<file path="src/rtl/mem_port_master.sv">
// mem_port_master: valid/ready burst read/write initiator driving the DFF word memory pins (cmd_*, wd_* in; mem_* to memory; rsp_* out)
module mem_port_master #(
  parameter int ADDR_W = 12,
  parameter int DATA_W = 16,
  parameter int LEN_W  = 4,
  parameter int RD_LAT = 1
) (
  input  logic              clk,
  input  logic              rst,
  input  logic              cmd_valid,
  output logic              cmd_ready,
  input  logic              cmd_we,
  input  logic [ADDR_W-1:0] cmd_addr,
  input  logic [LEN_W-1:0]  cmd_len,
  input  logic              wd_valid,
  output logic              wd_ready,
  input  logic [DATA_W-1:0] wd_data,
  output logic [ADDR_W-1:0] mem_addr,
  output logic              mem_we,
  output logic [DATA_W-1:0] mem_wdata,
  input  logic [DATA_W-1:0] mem_rdata,
  output logic              rsp_valid,
  input  logic              rsp_ready,
  output logic [DATA_W-1:0] rsp_rdata,
  output logic              rsp_last
);
  localparam int CW = $clog2(RD_LAT + 1) + 1;
  typedef enum logic [2:0] {IDLE, WR, WR_RSP, RD_ADDR, RD_WAIT, RD_RSP} state_t;
  state_t state, state_n;
  logic [ADDR_W-1:0] addr, addr_n, mem_addr_n;
  logic [LEN_W-1:0] cnt, cnt_n;
  logic [CW-1:0] lat, lat_n;
  logic [DATA_W-1:0] mem_wdata_n, rsp_rdata_n;
  logic cmd_ready_n, wd_ready_n, mem_we_n, rsp_valid_n, rsp_last_n, beat, last;
  always_ff @(posedge clk) begin
    if (rst) begin
      state     <= IDLE;
      addr      <= '0;
      cnt       <= '0;
      lat       <= '0;
      cmd_ready <= 1'b0;
      wd_ready  <= 1'b0;
      mem_addr  <= '0;
      mem_we    <= 1'b0;
      mem_wdata <= '0;
      rsp_valid <= 1'b0;
      rsp_rdata <= '0;
      rsp_last  <= 1'b0;
    end else begin
      state     <= state_n;
      addr      <= addr_n;
      cnt       <= cnt_n;
      lat       <= lat_n;
      cmd_ready <= cmd_ready_n;
      wd_ready  <= wd_ready_n;
      mem_addr  <= mem_addr_n;
      mem_we    <= mem_we_n;
      mem_wdata <= mem_wdata_n;
      rsp_valid <= rsp_valid_n;
      rsp_rdata <= rsp_rdata_n;
      rsp_last  <= rsp_last_n;
    end
  end
  always_comb begin
    state_n     = state;
    addr_n      = addr;
    cnt_n       = cnt;
    lat_n       = lat;
    cmd_ready_n = cmd_ready;
    wd_ready_n  = wd_ready;
    mem_addr_n  = mem_addr;
    mem_we_n    = 1'b0;
    mem_wdata_n = mem_wdata;
    rsp_valid_n = rsp_valid;
    rsp_rdata_n = rsp_rdata;
    rsp_last_n  = rsp_last;
    beat        = wd_valid && wd_ready;
    last        = cnt == '0;
    case (state)
      IDLE: begin
        cmd_ready_n = 1'b1;
        if (cmd_valid && cmd_ready) begin
          cmd_ready_n = 1'b0;
          addr_n      = cmd_addr;
          cnt_n       = cmd_len;
          lat_n       = '0;
          wd_ready_n  = cmd_we;
          state_n     = cmd_we ? WR : RD_ADDR;
        end
      end
      WR: begin
        if (beat) begin
          mem_we_n    = 1'b1;
          mem_addr_n  = addr;
          mem_wdata_n = wd_data;
          addr_n      = addr + 1'b1;
          cnt_n       = cnt - 1'b1;
          wd_ready_n  = !last;
          state_n     = last ? WR_RSP : WR;
        end
      end
      WR_RSP: begin
        rsp_valid_n = !(rsp_valid && rsp_ready);
        rsp_last_n  = !(rsp_valid && rsp_ready);
        rsp_rdata_n = '0;
        cmd_ready_n = rsp_valid && rsp_ready;
        state_n     = (rsp_valid && rsp_ready) ? IDLE : WR_RSP;
      end
      RD_ADDR: begin
        mem_addr_n = addr;
        state_n    = RD_WAIT;
      end
      RD_WAIT: begin
        if (lat == CW'(RD_LAT)) begin
          rsp_valid_n = 1'b1;
          rsp_rdata_n = mem_rdata;
          rsp_last_n  = last;
          state_n     = RD_RSP;
        end else begin
          lat_n = lat + 1'b1;
        end
      end
      RD_RSP: begin
        // the next beat's address is presented at handshake so that cycle already counts toward the read latency
        if (rsp_ready) begin
          rsp_valid_n = 1'b0;
          rsp_last_n  = 1'b0;
          addr_n      = addr + 1'b1;
          cnt_n       = cnt - 1'b1;
          cmd_ready_n = last;
          mem_addr_n  = last ? mem_addr : addr + 1'b1;
          lat_n       = CW'(1);
          state_n     = last ? IDLE : RD_ADDR;
        end
      end
      default: state_n = IDLE;
    endcase
  end
endmodule

</file>
<file path="config.mk">
export PLATFORM = sky130hd
export DESIGN_NAME = mem_port_master
export DESIGN_NICKNAME = d
export VERILOG_FILES = /design/src/rtl/mem_port_master.sv
export SDC_FILE = /design/constraint.sdc
export NUM_CORES = 1
export LEC_CHECK = 0
export ABC_AREA = 1
export BUFFER_PORTS_ARGS = -buffer_cell sky130_fd_sc_hd__clkbuf_2
export CORE_UTILIZATION = 47
export DETAILED_ROUTE_END_ITERATION = 16
export HOLD_SLACK_MARGIN = 0.1
export PLACE_DENSITY = 0.82
export REMOVE_ABC_BUFFERS = 1
export SLEW_MARGIN = 20
export SYNTH_ARGS = -nofsm -noshare
export SYNTH_HDL_FRONTEND = slang
export SYNTH_SLANG_ARGS = --single-unit
</file>
<file path="constraint.sdc">
create_clock -name clk -period 1.4 [get_ports clk]
set_input_delay 0.28 -clock clk [delete_from_list [all_inputs] [get_ports clk]]
set_output_delay 0.28 -clock clk [all_outputs]
set_load 0.03 [all_outputs]
</file>
==> metrics.md, run 1 <==
| Metric | Value |
|---|---|
| Status | completed |
| Hold Path Origin | mem_rdata[9] |
| CTS Sinks | 70 |
| Sequential share of the synthesized area | 40.0% |
| DP Wirelength | 6.87 mm |
| Die width | 88.4 um |
| Avg WL per Cell | 13.4 um |
| Pwr/cell area | 2320 nW/um^2 |
| Commonest non-fill, non-tap cell in the layout | nand2_1 |
| NetSw | 5370 uW |
| Fill count | 605 |
| Number of DRC markers in iteration 0 | 214 |
| Count of cell types in the netlist | 36 |
| H-tree lvl count | 3 |
| Maxcap violations | 0 |
| Pre-CTS WS | -0.0778 ns |
| Share of layout cells above drive strength 1 | 34.1% |
| Total Wirelength | 10.3 mm |
| Final slew viol count | 0 |
| Final setup viols | 0 |
| Number of antenna violations at the first check in global routing | 0 |
| CTS tree | built |
| Clk slew on worst S/H paths | 0.09 ns |
| Min Tclk post-route | 1.40 ns |
| First-pass GRT wire length | 14.9 mm |
| Critical path launch point type | register |
| Pint | 5830 uW |
| Yosys warning count | 0 |
| Cell Chain, Critical Path | inv_2, buf_4, nand3_2, o21ai_4, buf_4, clkbuf_16, a21oi_1 |
| Clk_lat worst skew | 0.36 ns |
| Min setup slack post-route | 0.00325 ns |
| Critical path capture point type | register |
| Final setup skew | 0.0155 ns |
| Setup Crit Path Kind | reg -> reg |
| GR peak layer | met2 |
| GR Overflow Total | 0 |
| Logic gate share of total power | 59.1% |
| WHS Endpoint | rsp_rdata[9]$_SDFFE_PP0P_ |
| Met2 usage | 41.5% |
| P_leak | 0.00228 uW |
| Synth area leader | dfxtp_1 |
| Period Utilization, post-route | 99.8% |
| Worst R2R Start | state[0]$_SDFFE_PP0P_ |
| Reg-to-Reg End | rsp_rdata[8]$_SDFFE_PP0P_ |
| Core Region | 7210 um^2 |
| Hold path cells | 3 |
| Die Y | 88.4 um |
| Synth area leaders | dfxtp_1, nand2_1, nor2_1, o21ai_0, a21oi_1 |
| DR vias/cell | 5.11 |
| Row Count | 31 |
| Post-Syn Area per Cell | 6.58 um^2 |
| Critical path data required time | 1.66 ns |
| Yosys reg bits | 70 |
| Starting Density | 48.6% |
| R2r setup slk | 0.003 ns |
| DRC Markers | 0 |
| GRT Resource Usage Total | 24.5% |
| RSZ-0062 raised after global routing | yes |
| Net Sw Frac | 47.9% |
| Worst hold-check path type | in -> reg |
| Synthesized area | 3500 um^2 |
| Synthesis-to-finish area growth | 37.8% |
| Leading cell types in the layout, fill and taps excluded | nand2_1, nor2_1, clkbuf_2 |
| Max_slew headroom | 69.0% |
| Vias in the first global route | 3465 |
| ANT nets after route | 0 |
| Diode count | 0 |
| Peak supply drop | 1.17 mV |
| Via count | 3951 |
| Cts hold-fix bufs | 0 |
| TritonCTS Buffers | 9 |
| TritonRoute pass-1 iters | 5 |
| Worst-Margin Slew | 0.462 ns |
| CP max FO | 16 |
| Final Wtd Congestion | 0.909 |
| Data arrival, critical path | 1.66 ns |
| Buf/Inv on CP | 4 |
| Clk root buf | clkbuf_8 |
| Syn Inst Count | 533 |
| Synth top area share | 40.0% |
| # nets final | 727 |
| Clk buf depth | 2 |
| Critical path's largest stage delay | 0.39 ns |
| Reg power frac | 27.3% |
| # IOs | 103 |
| Largest net degree at the start of global routing | 33 |
| Total die area | 7810 um^2 |
| Max Freq | 716 MHz |
| Final hold vios | 0 |
| WP depth | 7 |
| PortBufs | 102 |
| Utilization after layout | 66.9% |
| M1 GR Usage | 29.8% |
| Clk pwr share | 13.7% |
| Setup crit start | state[0]$_SDFFE_PP0P_ |
| Critical-path top delay cell | dfxtp_4 |
| Cells on worst reg2reg path | 7 |
| CP dominant cell by count | buf_4 |
| Cell family with most CP delay | buffers and inverters |
| Met3 Resource Use GR | 4.10% |
==> worst register-to-register path: stages, from the launching register on <==
cell and delay, ns:
dfxtp_4 0.39, inv_2 0.07, buf_4 0.15, nand3_2 0.13
o21ai_4 0.09, buf_4 0.15, clkbuf_16 0.17, a21oi_1 0.18
==> routing by layer <==
metal	vias to the layer above	routed length [um]
met1	1812	4300
met5	-	0
li1	1980	-
met2	132	5240
met4	0	272
met3	27	537
==> cells in the mapped netlist (all sizes together) <==
master,instances
or2,2
clkbuf,7
buf,15
o211ai,1
nor3,3
o21a,1
o22ai,2
ha,4
dfxtp,70
nand2,128
nor2,118
o21bai,1
inv,43
a31oi,2
nand4,3
nand3b,1
o21ai,65
xnor2,1
clkinv,2
a21oi,33
a211oi,1
nand3,30
==> cell type report <==
cell class | count | area, um^2 | share of cell area [%]
clock buffer | 10 | 138 | 2.85
clock inverter | 6 | 46.3 | 0.959
inverter | 45 | 179 | 3.70
multi-input combinational | 396 | 1980 | 41.0
sequential | 70 | 1420 | 29.4
tap | 99 | 124 | 2.56
timing repair buffer | 147 | 942 | 19.5
==> power by group through the flow <==
stage	combinational [uW]	sequential [uW]	clock (uW)
after floorplan	2950	3630	0
after global placement	5660	2960	0
after detailed placement	5840	2980	0
after CTS	5890	2960	1560
after global routing	7250	3120	1640
final	6620	3060	1530
==> registers in the layout, summed over array words and instances, names as in the netlist <==
signal,flops
cmd_ready,1
addr,12
lat,2
rsp_valid,1
rsp_last,1
wd_ready,1
rsp_rdata,16
mem_we,1
mem_wdata,16
mem_addr,12
cnt,4
state,3
==> logic make-up after synthesis <==
group | count (synthesis) | synth area share, %
flops | 70 | 40.0
compound gates | 106 | 15.7
fa+ha+maj | 4 | 1.43
buf+inv | 67 | 8.39
simple gates | 285 | 34.3
xor+xnor | 1 | 0.250
==> worst max path at each step <==
stage,to,slack (ns)
finish,rsp_rdata[8]$_SDFFE_PP0P_,0.003
floorplan,rsp_rdata[0]$_SDFFE_PP0P_,-0.27
detailed placement,cnt[2]$_SDFFE_PP0P_,-0.08
CTS,rsp_rdata[8]$_SDFFE_PP0P_,0.002
global route,mem_addr[2]$_SDFFE_PP0P_,-0.08
global placement,mem_addr[2]$_SDFFE_PP0P_,-0.01
==> stage by stage <==
step           setup TNS [ns]  cells  cell area, um^2  power [uW]  hold slack [ns]
2_1_floorplan          -10.81    511             3380        6570            0.349
3_3_place_gp          -0.0314    753             4370        8610            0.450
3_5_place_dp           -0.895    753             4370        8820            0.462
4_1_cts                     0    769             4580       10400            0.139
5_1_grt                 -1.31    773             4830       12000            0.154
6_report                    0    773             4830       11200            0.144
==> timing repair <==
action,4_1_cts,5_1_grt
endpoints found under the setup margin,39,59
endpoints found under the hold margin,0,0
setup buffers,0,3
pin swaps,0,16
resized for setup,10,74
gates cloned,0,1
(Power assumes the default switching activity.)
==> run 2: changes to the inputs <==
Settings changed: CORE_UTILIZATION 47 to 52, PLACE_DENSITY 0.82 to 0.85.
Clock period 1.4 ns to 1.37 ns, I/O delays scaled along.
==> metrics.md, run 2 (synthesis gave the netlist of run 1 again) <==
| Metric | Value |
|---|---|
| Status | finished with violations |
| Failing checks | design-rule violations, negative setup slack |
| Total die area | 7070 um^2 |
| TritonCTS Buffers | 9 |
| Top Metal Used | met4 |
| Cell Chain, Critical Path | buf_4, nand3_2, nor2_4, nor2_8, nand2_4, clkinv_2, nand2_1, nand2_1, nor2_1 |
| DR vias/cell | 5.22 |
| M1 WL | 4.18 mm |
| PortBufs | 102 |
| # IOs | 103 |
| DP Wirelength | 6.87 mm |
| Clk_lat worst skew | 0.35 ns |
| Leading cell types in the layout, fill and taps excluded | nand2_1, nor2_1, clkbuf_2 |
| Max Freq | 712 MHz |
| DRC Markers | 4 |
| Number of DRC markers in iteration 0 | 309 |
| Min setup slack post-route | -0.0341 ns |
| Final setup skew | 0.0128 ns |
| Pwr/cell area | 2400 nW/um^2 |
| Critical path launch point type | register |
| P_leak | 0.00234 uW |
| Fill count | 489 |
| Reg area | 1420 um^2 |
| Worst hold-check path type | in -> reg |
| Utilization after layout | 76.8% |
| H-tree lvl count | 3 |
| TritonRoute pass-1 iters | 11 |
| GR Overflow Total | 0 |
| Min Tclk post-route | 1.40 ns |
| Worst-Margin Slew | 0.395 ns |
| Largest registers | mem_wdata (16), rsp_rdata (16) |
| Vias in the first global route | 3701 |
| Critical-path top delay cell | dfxtp_4 |
| Die Y | 84.1 um |
| Cts hold-fix bufs | 0 |
| GRT Resource Usage Total | 27.7% |
| CTS Sinks | 70 |
| Core Region | 6420 um^2 |
| CP max FO | 5 |
| CP dominant cell by count | nand2_1 |
| Synthesis-to-finish area growth | 40.8% |
| Peak supply drop | 1.43 mV |
| Final slew viol count | 0 |
| Die width | 84.1 um |
| CTS tree | built |
| Critical path capture point type | register |
| Largest net degree at the start of global routing | 41 |
| Avg WL per Cell | 13.6 um |
| Period Utilization, post-route | 102% |
| Diode count | 0 |
| Number of antenna violations at the first check in global routing | 0 |
| Final hold vios | 0 |
| Commonest non-fill, non-tap cell in the layout | nand2_1 |
| Final hold slack | 0.155 ns |
| Final setup viols | 5 |
| Multi-input logic area | 2060 um^2 |
| Via count | 3959 |
| Setup Crit Path Kind | reg -> reg |
| Clk slew on worst S/H paths | 0.08 ns |
| Max_slew headroom | 73.5% |
| Critical path data required time | 1.66 ns |
| Clk buf depth | 2 |
| First-pass GRT wire length | 15.7 mm |
| Share of layout cells above drive strength 1 | 36.3% |
| Met2 wire len | 5.30 mm |
| Clk root buf | clkbuf_8 |
| RSZ-0062 raised after global routing | yes |
| Maxcap violations | 0 |
| Critical path's largest stage delay | 0.40 ns |
| Final Wtd Congestion | 0.941 |
| Cells on worst reg2reg path | 9 |
| Total Wirelength | 10.3 mm |
| # nets final | 735 |
| ANT nets after route | 0 |
| Hold path cells | 3 |
| Data arrival, critical path | 1.69 ns |
| Starting Density | 54.6% |
| Row Count | 29 |
| Met3 WL | 624 um |
## run 2: final timing paths
path / from / endpoint / slack, ns
max: state[0]$_SDFFE_PP0P_ / mem_addr[2]$_SDFFE_PP0P_ / -0.03
min: mem_rdata[6] / rsp_rdata[6]$_SDFFE_PP0P_ / 0.15
max reg2reg: state[0]$_SDFFE_PP0P_ / mem_addr[2]$_SDFFE_PP0P_ / -0.03
min reg2reg: lat[0]$_SDFFE_PP0P_ / lat[0]$_SDFFE_PP0P_ / 0.48
## run 2: what timing repair did
| action | in CTS | in global routing |
|---|---|---|
| gates cloned | 0 | 1 |
| setup endpoints to repair | 61 | 60 |
| resized for setup | 22 | 87 |
| buffers inserted | 1 | 4 |
| pin swaps | 2 | 22 |
## run 2: where the power goes
group | switching [uW] | total, uW | internal, uW
combinational | 4420 | 7260 | 2840
clock | 805 | 1450 | 642
sequential | 477 | 3130 | 2650
total | 5700 | 11800 | 6130
## run 2: cell type report
cell class,instances,share of cell area (%)
Sequential cell,70,28.8
Clock buffer,9,2.51
Inverter,45,3.75
Clock inverter,6,0.786
Timing Repair Buffer,154,20.4
Multi-Input combinational cell,397,41.8
Tap cell,77,1.95
## run 2: per-layer routing
metal | vias to the layer above | GRT usage [%]
li1 | 1999 | -
met4 | 0 | 12.5
met2 | 141 | 47.3
met1 | 1794 | 33.5
met3 | 25 | 5.64
met5 | - | 0
## run 2: critical path: cells and delay by family, from the launching register on
family / cells / cell delay [ns]
AND/OR/NAND/NOR: 7 / 0.70
flip-flops: 1 / 0.40
buffers and inverters: 2 / 0.27
## run 2: stage by stage
| stage | setup slack (ns) | cell area (um^2) | power (uW) | TNS, ns | instances |
|---|---|---|---|---|---|
| after global routing | -0.106 | 4930 | 12700 | -2.07 | 758 |
| after global placement | -0.0716 | 4390 | 8930 | -1.86 | 737 |
| after detailed placement | -0.121 | 4390 | 9140 | -3.47 | 737 |
| after floorplan | -0.302 | 3380 | 6720 | -12.84 | 511 |
| after CTS | 0.000588 | 4620 | 10800 | 0 | 753 |
| final | -0.0341 | 4930 | 11800 | -0.113 | 758 |
==> run 3: changes to the inputs <==
--- a/config.mk
+++ b/config.mk
@@ -9,2 +9,3 @@
 export BUFFER_PORTS_ARGS = -buffer_cell sky130_fd_sc_hd__clkbuf_2
+export CORE_ASPECT_RATIO = 0.9
 export CORE_UTILIZATION = 52
--- a/constraint.sdc
+++ b/constraint.sdc
@@ -3,2 +3,2 @@
 set_output_delay 0.274 -clock clk [all_outputs]
-set_load 0.03 [all_outputs]
+set_load 0.1 [all_outputs]
==> metrics.md, run 3 (synthesis gave the netlist of run 1 again) <==
| Metric | Value |
|---|---|
| Die width | 88.5 um |
| CP max FO | 6 |
| Final setup viols | 32 |
| Cts hold-fix bufs | 0 |
| Pre-CTS WS | -0.139 ns |
| Critical path capture point type | register |
| Clk root buf | clkbuf_8 |
| Worst-Margin Slew | 0.345 ns |
| Row Count | 28 |
| Net Sw Frac | 53.3% |
| Clk_lat worst skew | 0.36 ns |
| Total die area | 7070 um^2 |
| TritonCTS Buffers | 9 |
| R2r setup slk | -0.15 ns |
| Cells on worst reg2reg path | 9 |
| Finished Cell Area | 5420 um^2 |
| GRT Resource Usage Total | 28.8% |
| Final hold vios | 0 |
| First-pass GRT wire length | 15.9 mm |
| CTS tree | built |
| Pint | 7130 uW |
| Clk buf depth | 2 |
| DP Area | 4790 um^2 |
| Synthesis-to-finish area growth | 54.7% |
| Peak supply drop | 2.16 mV |
| DP Cell Count | 750 |
| Final Non-Filler Cells | 772 |
| Max_slew headroom | 76.8% |
| Worst hold-check path type | in -> reg |
| WHS Endpoint | rsp_rdata[7]$_SDFFE_PP0P_ |
| Share of layout cells above drive strength 1 | 38.1% |
| Min setup slack post-route | -0.148 ns |
| Total Wirelength | 12.5 mm |
| NetSw | 8130 uW |
| DP Wirelength | 6.90 mm |
| Starting Density | 53.5% |
| Final Wtd Congestion | 0.925 |
| Period Utilization, post-route | 111% |
| Reg power frac | 21.1% |
| Commonest non-fill, non-tap cell in the layout | nand2_1 |
| Reg-to-Reg End | mem_addr[2]$_SDFFE_PP0P_ |
| Final setup skew | 0.0105 ns |
| # IOs | 103 |
| ANT nets after route | 0 |
| Pwr/cell area | 2810 nW/um^2 |
| Power Total | 15300 uW |
| Worst R2R Start | state[0]$_SDFFE_PP0P_ |
| Vias in the first global route | 3638 |
| Failing checks | negative setup slack |
| Largest net degree at the start of global routing | 46 |
| Maxcap violations | 0 |
| TritonRoute pass-1 iters | 6 |
| Leading cell types in the layout, fill and taps excluded | nand2_1, nor2_1, buf_4 |
| Via count | 4379 |
| Critical path data required time | 1.66 ns |
| Diode count | 0 |
| Total negative slack | -1.61 ns |
| Max Freq | 659 MHz |
| Min Tclk post-route | 1.52 ns |
| P_leak | 0.00246 uW |
| Largest registers | mem_wdata (16), rsp_rdata (16) |
| Hold path cells | 3 |
| Clk pwr share | 11.3% |
| GR Overflow Total | 0 |
| Hold Path Origin | mem_rdata[7] |
| Number of antenna violations at the first check in global routing | 0 |
| DR vias/cell | 5.67 |
| Die Y | 79.9 um |
| Logic gate share of total power | 67.6% |
| PortBufs | 102 |
| # nets final | 735 |
| Final slew viol count | 0 |
| Core Region | 6550 um^2 |
| RSZ-0062 raised after global routing | yes |
| H-tree lvl count | 3 |
| Fill count | 374 |
| Data arrival, critical path | 1.81 ns |
| Number of DRC markers in iteration 0 | 460 |
| Setup Crit Path Kind | reg -> reg |
| Clk slew on worst S/H paths | 0.08 ns |
| CTS Sinks | 70 |
| Critical path launch point type | register |
| Status | finished with violations |
| Avg WL per Cell | 16.2 um |
| DRC Markers | 0 |
run 3: changes by cell type in the layout (fill, tap and decap cells not counted), moves of 5 or more:
cell / previous run / this run
buf_6: 7 / 12
clkbuf_2: 102 / 53
buf_4: 38 / 63
buf_12: 5 / 25
run 3: timing repair:
item / 4_1_cts / 5_1_grt
gates cloned: 0 / 1
gates resized for setup: 20 / 104
buffers inserted: 1 / 5
setup endpoints to repair: 55 / 68
pin swaps: 4 / 26
run 3: power groups by stage:
stage	logic, uW	registers, uW	clock network (uW)
after global routing	10800	3280	1800
after global placement	8410	3090	0
after floorplan	3020	5500	0
final	10300	3230	1720
after detailed placement	8570	3120	0
after CTS	8770	3100	1720
run 3: layout make-up:
| type | count | area, um^2 | share of cell area, % |
|---|---|---|---|
| Multi-Input combinational cell | 396 | 2100 | 38.7 |
| Sequential cell | 70 | 1420 | 26.1 |
| Timing Repair Buffer | 155 | 1410 | 26.1 |
| Inverter | 45 | 183 | 3.37 |
| Clock buffer | 10 | 128 | 2.35 |
| Tap cell | 90 | 113 | 2.08 |
| Clock inverter | 6 | 71.3 | 1.32 |
run 3: through the flow:
step / hold slack [ns] / util (%)
after detailed placement: 0.473 / 73.1
after CTS: 0.135 / 77.2
after global routing: 0.144 / 82.8
after floorplan: 0.343 / -
after global placement: 0.448 / 73.1
final: 0.147 / 82.8
run 3: worst max path at each step:
stage                                      start                         end  cells after the start
after detailed placement   state[0]$_SDFFE_PP0P_  mem_wdata[11]$_SDFFE_PP0P_                      8
final                      state[0]$_SDFFE_PP0P_    mem_addr[2]$_SDFFE_PP0P_                      9
after global routing       state[2]$_SDFFE_PP0P_    mem_addr[2]$_SDFFE_PP0P_                      9
after CTS                  state[0]$_SDFFE_PP0P_  mem_wdata[11]$_SDFFE_PP0P_                      8
after floorplan           cmd_ready$_SDFFE_PP0P_        addr[6]$_SDFFE_PP0P_                      7
after global placement     state[0]$_SDFFE_PP0P_         cnt[0]$_SDFFE_PP0P_                      8
run 3: per-layer routing:
layer  GRT usage (%)  up-vias  wire length [um]
li1                -     1999                 -
met1            34.2     1992              4650
met2            49.5      298              6110
met3            7.45       90              1110
met4            10.8        0               658
met5               0        -                 0
run 3: worst max-delay path, stage by stage (launching register included):
cell and delay (ns):
dfxtp_4 0.39, buf_6 0.11, nand3_4 0.10, nor2_4 0.19, nor2_8 0.08, nand2_8 0.12
clkinvlp_4 0.16, nand2_1 0.11, nand2_1 0.07, nor2_1 0.12
